### src/rtl/barrel_shifter_optimized.sv
// barrel_shifter_optimized: 32-bit RV32 shifter (SLL/SRL/SRA), one log right-shift
// network with bit-reversal for left shifts; combinational res plus registered res_q.
//
// Ports:
//   clk              - clock, rising edge
//   rst_n            - synchronous active-low reset (registered path only)
//   opranda          - value to be shifted
//   oprandb          - shift amount 0..XLEN-1
//   right_flag       - 1 = right shift, 0 = left shift
//   right_arith_flag - 1 = sign-fill right shift (ignored for left shifts)
//   in_valid         - qualifies inputs for the registered path
//   res              - combinational shift result
//   res_q            - registered result, 1-cycle latency, holds when in_valid=0
//   out_valid        - registered in_valid
module barrel_shifter_optimized #(
    parameter  int XLEN    = 32,
    localparam int SHAMT_W = $clog2(XLEN)
) (
    input  logic               clk,
    input  logic               rst_n,
    input  logic [XLEN-1:0]    opranda,
    input  logic [SHAMT_W-1:0] oprandb,
    input  logic               right_flag,
    input  logic               right_arith_flag,
    input  logic               in_valid,
    output logic [XLEN-1:0]    res,
    output logic [XLEN-1:0]    res_q,
    output logic               out_valid
);

    function automatic logic [XLEN-1:0] bitrev(input logic [XLEN-1:0] v);
        logic [XLEN-1:0] r;
        r = '0;
        for (int i = 0; i < XLEN; i++) begin
            r[i] = v[XLEN-1-i];
        end
        return r;
    endfunction

    // stage[0] is the (possibly reversed) operand, stage[SHAMT_W] the shifted value
    logic [XLEN-1:0] stage [0:SHAMT_W];
    logic            fill;

    // Sign fill only matters for arithmetic right shifts; left shifts
    // (reversed right shifts) and logical shifts always fill with zero.
    assign fill     = right_flag & right_arith_flag & opranda[XLEN-1];
    assign stage[0] = right_flag ? opranda : bitrev(opranda);

    for (genvar k = 0; k < SHAMT_W; k++) begin : g_stage
        localparam int S = 1 << k;
        logic [XLEN-1:0] shifted;
        assign shifted      = {{S{fill}}, stage[k][XLEN-1:S]};
        assign stage[k+1]   = oprandb[k] ? shifted : stage[k];
    end

    assign res = right_flag ? stage[SHAMT_W] : bitrev(stage[SHAMT_W]);

    // Registered copy for pipelined/retimed consumers.
    logic [XLEN-1:0] res_d;
    logic            valid_d;

    always_comb begin
        res_d   = in_valid ? res : res_q;
        valid_d = in_valid;
    end

    always_ff @(posedge clk) begin
        if (!rst_n) begin
            res_q     <= '0;
            out_valid <= 1'b0;
        end else begin
            res_q     <= res_d;
            out_valid <= valid_d;
        end
    end

endmodule

### config.mk
export PLATFORM = sky130hd
export DESIGN_NAME = barrel_shifter_optimized
export DESIGN_NICKNAME = d
export VERILOG_FILES = /design/src/rtl/barrel_shifter_optimized.sv
export SDC_FILE = /design/constraint.sdc
export NUM_CORES = 1
export LEC_CHECK = 0
export BUFFER_PORTS_ARGS = -buffer_cell sky130_fd_sc_hd__buf_2
export CELL_PAD_IN_SITES_DETAIL_PLACEMENT = 1
export CELL_PAD_IN_SITES_GLOBAL_PLACEMENT = 1
export CORE_ASPECT_RATIO = 1.25
export CORE_UTILIZATION = 42
export DETAILED_ROUTE_END_ITERATION = 8
export GPL_TIMING_DRIVEN = 0
export HOLD_SLACK_MARGIN = 0.03
export PLACE_DENSITY = 0.94
export SLEW_MARGIN = 20
export SYNTH_ARGS = -nofsm -noshare
export SYNTH_HDL_FRONTEND = slang
export SYNTH_SLANG_ARGS = --single-unit
### constraint.sdc
create_clock -name clk -period 3.2 [get_ports clk]
set_input_delay 0.32 -clock clk [delete_from_list [all_inputs] [get_ports clk]]
set_output_delay 0.32 -clock clk [all_outputs]
set_load 0.005 [all_outputs]
==> out/results.ini <==
[run_status]
outcome = finished with violations
violations = setup timing

[clock_tree]
cts_tree = done
cts_hold_buf = 0
clockBufferDepth = 2
insertion_delay_ps = 280
cts_root_buf = clkbuf_16
htreeDepth = 2
cts_buffers = 5
clk_pin_slew_ps = 50
clkSinkCount = 33

[logic_synthesis]
syn_inst = 582
ys.warnings.count = 0
synth_edf_count = 0
ys_seq_area_share_pct = 13.4
syn_nets = 624
ys_ff_latch = 33
synth.avg_cell_area_um2 = 8.45
synth_ff_type = dfxtp_1
async_flop_share_pct = 0
synth_area_um2 = 4920
synth_cell_types = 60

[worst_setup_path]
worst-setup-path-type = input port to output pin
critPathMaxFanout = 10
slowest_delay_ps = 610
r2r-start = res_q[18]$_SDFFE_PN0P_
critPathTopFamily = compound AO/OA/AOI/OAI gates
end_kind = output pin
crit_chain = buf_2, buf_4, buf_4, buf_4, buf_2, nor3_1, a211oi_1, a211oi_2, a21oi_1, o22a_1, buf_2
start_kind = input port
worstPathRequired_ps = 2880
crit_buf_inv = 6
crit_path_top_delay_cell = a211oi_1
startpoint = oprandb[2]
crit_arrival_ps = 2920

[pwr]
seq_power_share_pct = 23.1
power.switching_mw = 0.838
internal_power_mw = 1.15
p_sw_share_pct = 42.2
pwr-share-comb_pct = 52.6
p_leak_nw = 2.46
clkPwrFrac_pct = 24.2
vdd_drop_max_uv = 274
power_density_nw_per_um2 = 339

[placed_design]
place_hpwl_um = 19900
place_ws_ps = -359
port_buffers = 104
placed_cell_area_um2 = 5610
finalWeightedCongestion = 1.06
dp.cells = 821

[global_route]
grt_pass1_wl_um = 37900
grt_usage_pct = 42.0
overflow = 0
antenna_found_initial = 0
grt_max_degree = 13
first_global_vias = 6266

[floorplan]
start_util_pct = 43.7
pin_count = 107
dieArea_um2 = 12200
die_h_um = 123
row_count = 43
coreArea_um2 = 11200
die_x_um = 98.8

[sta]
worst_slack_ps = -41.7
maxSlewHeadroom_pct = 45.0
fin_crit_ps = 3240
skew_ps = 0
timing.final.hold_violations = 0
timing.hold.ws_ps = 385
tightest_slew_ps = 822
fin_crit_sh_pct = 101
drv_slew = 0
setup_viol = 1
rsz0062_at_grt = true
max_freq_mhz = 308

[finish]
drive_gt1_share_pct = 33.7
syn_to_final_growth_pct = 19.0
fin_nets = 738
diodes = 0
final_cell_count_no_fill = 832
design_area_um2 = 5850

[routing]
drc = 0
firstDrtPassIters = 7
wl_um = 25000
viasPerCell = 7.31
initialDrtViolationCount = 533
ant_nets = 0
vias = 6083
wl_per_cell_um = 30.1

[worst_hold_path]
hp-class = input port to flop
min-delay-start = rst_n

[job]
cap_violations = 0

==> flip-flops by register name (all words and copies together), names as in the netlist <==
register	cells
out_valid	1
res_q	32
==> per-stage QoR <==
step | power (mW) | TNS (ps) | util (%)
CTS | 1.93 | -18.1 | 51.5
floorplan | 1.06 | 0 | -
global placement | 1.41 | -1300 | 49.9
finish | 1.98 | -41.7 | 52.0
detailed placement | 1.44 | -2190 | 49.9
global route | 2.03 | -29.0 | 52.0
==> worst register-to-register path, delay by kind of cell, from the launching register on <==
kind,cells,cell delay (ps)
AO/OA/AOI/OAI,2,430
flip-flops,1,330
==> repair_timing <==
| item | in CTS | in global routing |
|---|---|---|
| pin swaps | 2 | 0 |
| setup endpoints to repair | 12 | 20 |
| gates resized for setup | 5 | 19 |
| setup buffers | 4 | 0 |
==> final cells by class <==
cell class	instances	area, um2
Fill cell	1376	5390
Multi-Input combinational cell	481	3980
Sequential cell	33	661
Timing Repair Buffer	108	551
Buffer	51	288
Tap cell	135	169
Clock buffer	6	129
Inverter	16	60.1
Clock inverter	2	10.0
==> synth_stat cells, types with 7 or more instances <==
library cell	number	area, um2
a31oi_1	19	119
or2_2	9	56.3
o22ai_1	17	106
a211oi_1	8	60.1
o21ai_0	39	195
a21oi_1	18	90.1
o221ai_1	8	70.1
mux2i_1	37	370
nand2_1	61	229
dfxtp_1	33	661
buf_2	10	50.1
nor2_1	49	184
and2_1	12	75.1
o32ai_1	7	61.3
nand3_1	16	80.1
nor3_1	17	85.1
inv_1	15	56.3
mux4_2	54	1220
mux2_2	13	146
clkbuf_1	23	86.3
buf_4	9	67.6
nand2b_1	11	68.8
nor2b_1	9	56.3
==> power by group through the flow <==
stage          sequential (mW)  clock, mW  combinational, mW
6_report                 0.459      0.481               1.04
5_1_grt                  0.462      0.479               1.09
4_1_cts                  0.458      0.472              0.996
3_5_place_dp             0.467          0              0.973
3_3_place_gp             0.465          0              0.949
2_1_floorplan            0.469          0              0.586
==> routing by layer <==
layer  global-route usage [%]  up-vias  routed length (um)
met4                     33.7        0                2310
met1                     45.2     2940                8660
li1                         -     2528                   -
met3                     5.37      150                1840
met5                        0        -                   0
met2                     74.6      465               12200
==> logic make-up after synthesis <==
group | count (synthesis) | synth area share, %
muxes | 105 | 35.5
xor gates and xnor gates | 1 | 0.178
and+or+nand+nor | 194 | 18.3
AOI/OAI and AO/OA | 181 | 25.7
DFF | 33 | 13.4
buffers and inverters | 68 | 6.92
==> final timing paths <==
check        slack (ps)  depth (start not counted)                      to
max                 -40                         11                 res[26]
min                 390                          3   res_q[4]$_SDFFE_PN0P_
max reg2reg        2340                          2  res_q[18]$_SDFFE_PN0P_
min reg2reg         480                          2  res_q[11]$_SDFFE_PN0P_
==> layout by cell type (no fill, tap or decap), types with 5 or more instances in the layout <==
cell / n
o22a_1: 6
mux2i_1: 34
inv_1: 15
a32o_1: 5
a211o_1: 5
a21oi_1: 18
nor3_1: 17
nor2_1: 49
clkbuf_2: 6
nand2b_1: 11
buf_2: 112
o21ai_0: 38
clkbuf_16: 5
mux2_2: 13
nor2b_1: 9
nand2_1: 61
and2_1: 12
o32ai_1: 6
o221ai_1: 8
nand3_1: 15
a31oi_1: 19
clkbuf_1: 19
mux4_2: 54
o211ai_1: 5
dfxtp_1: 33
buf_6: 5
a211oi_1: 5
o22ai_1: 16
buf_4: 13
or2_2: 9
(Power assumes the default switching activity.)
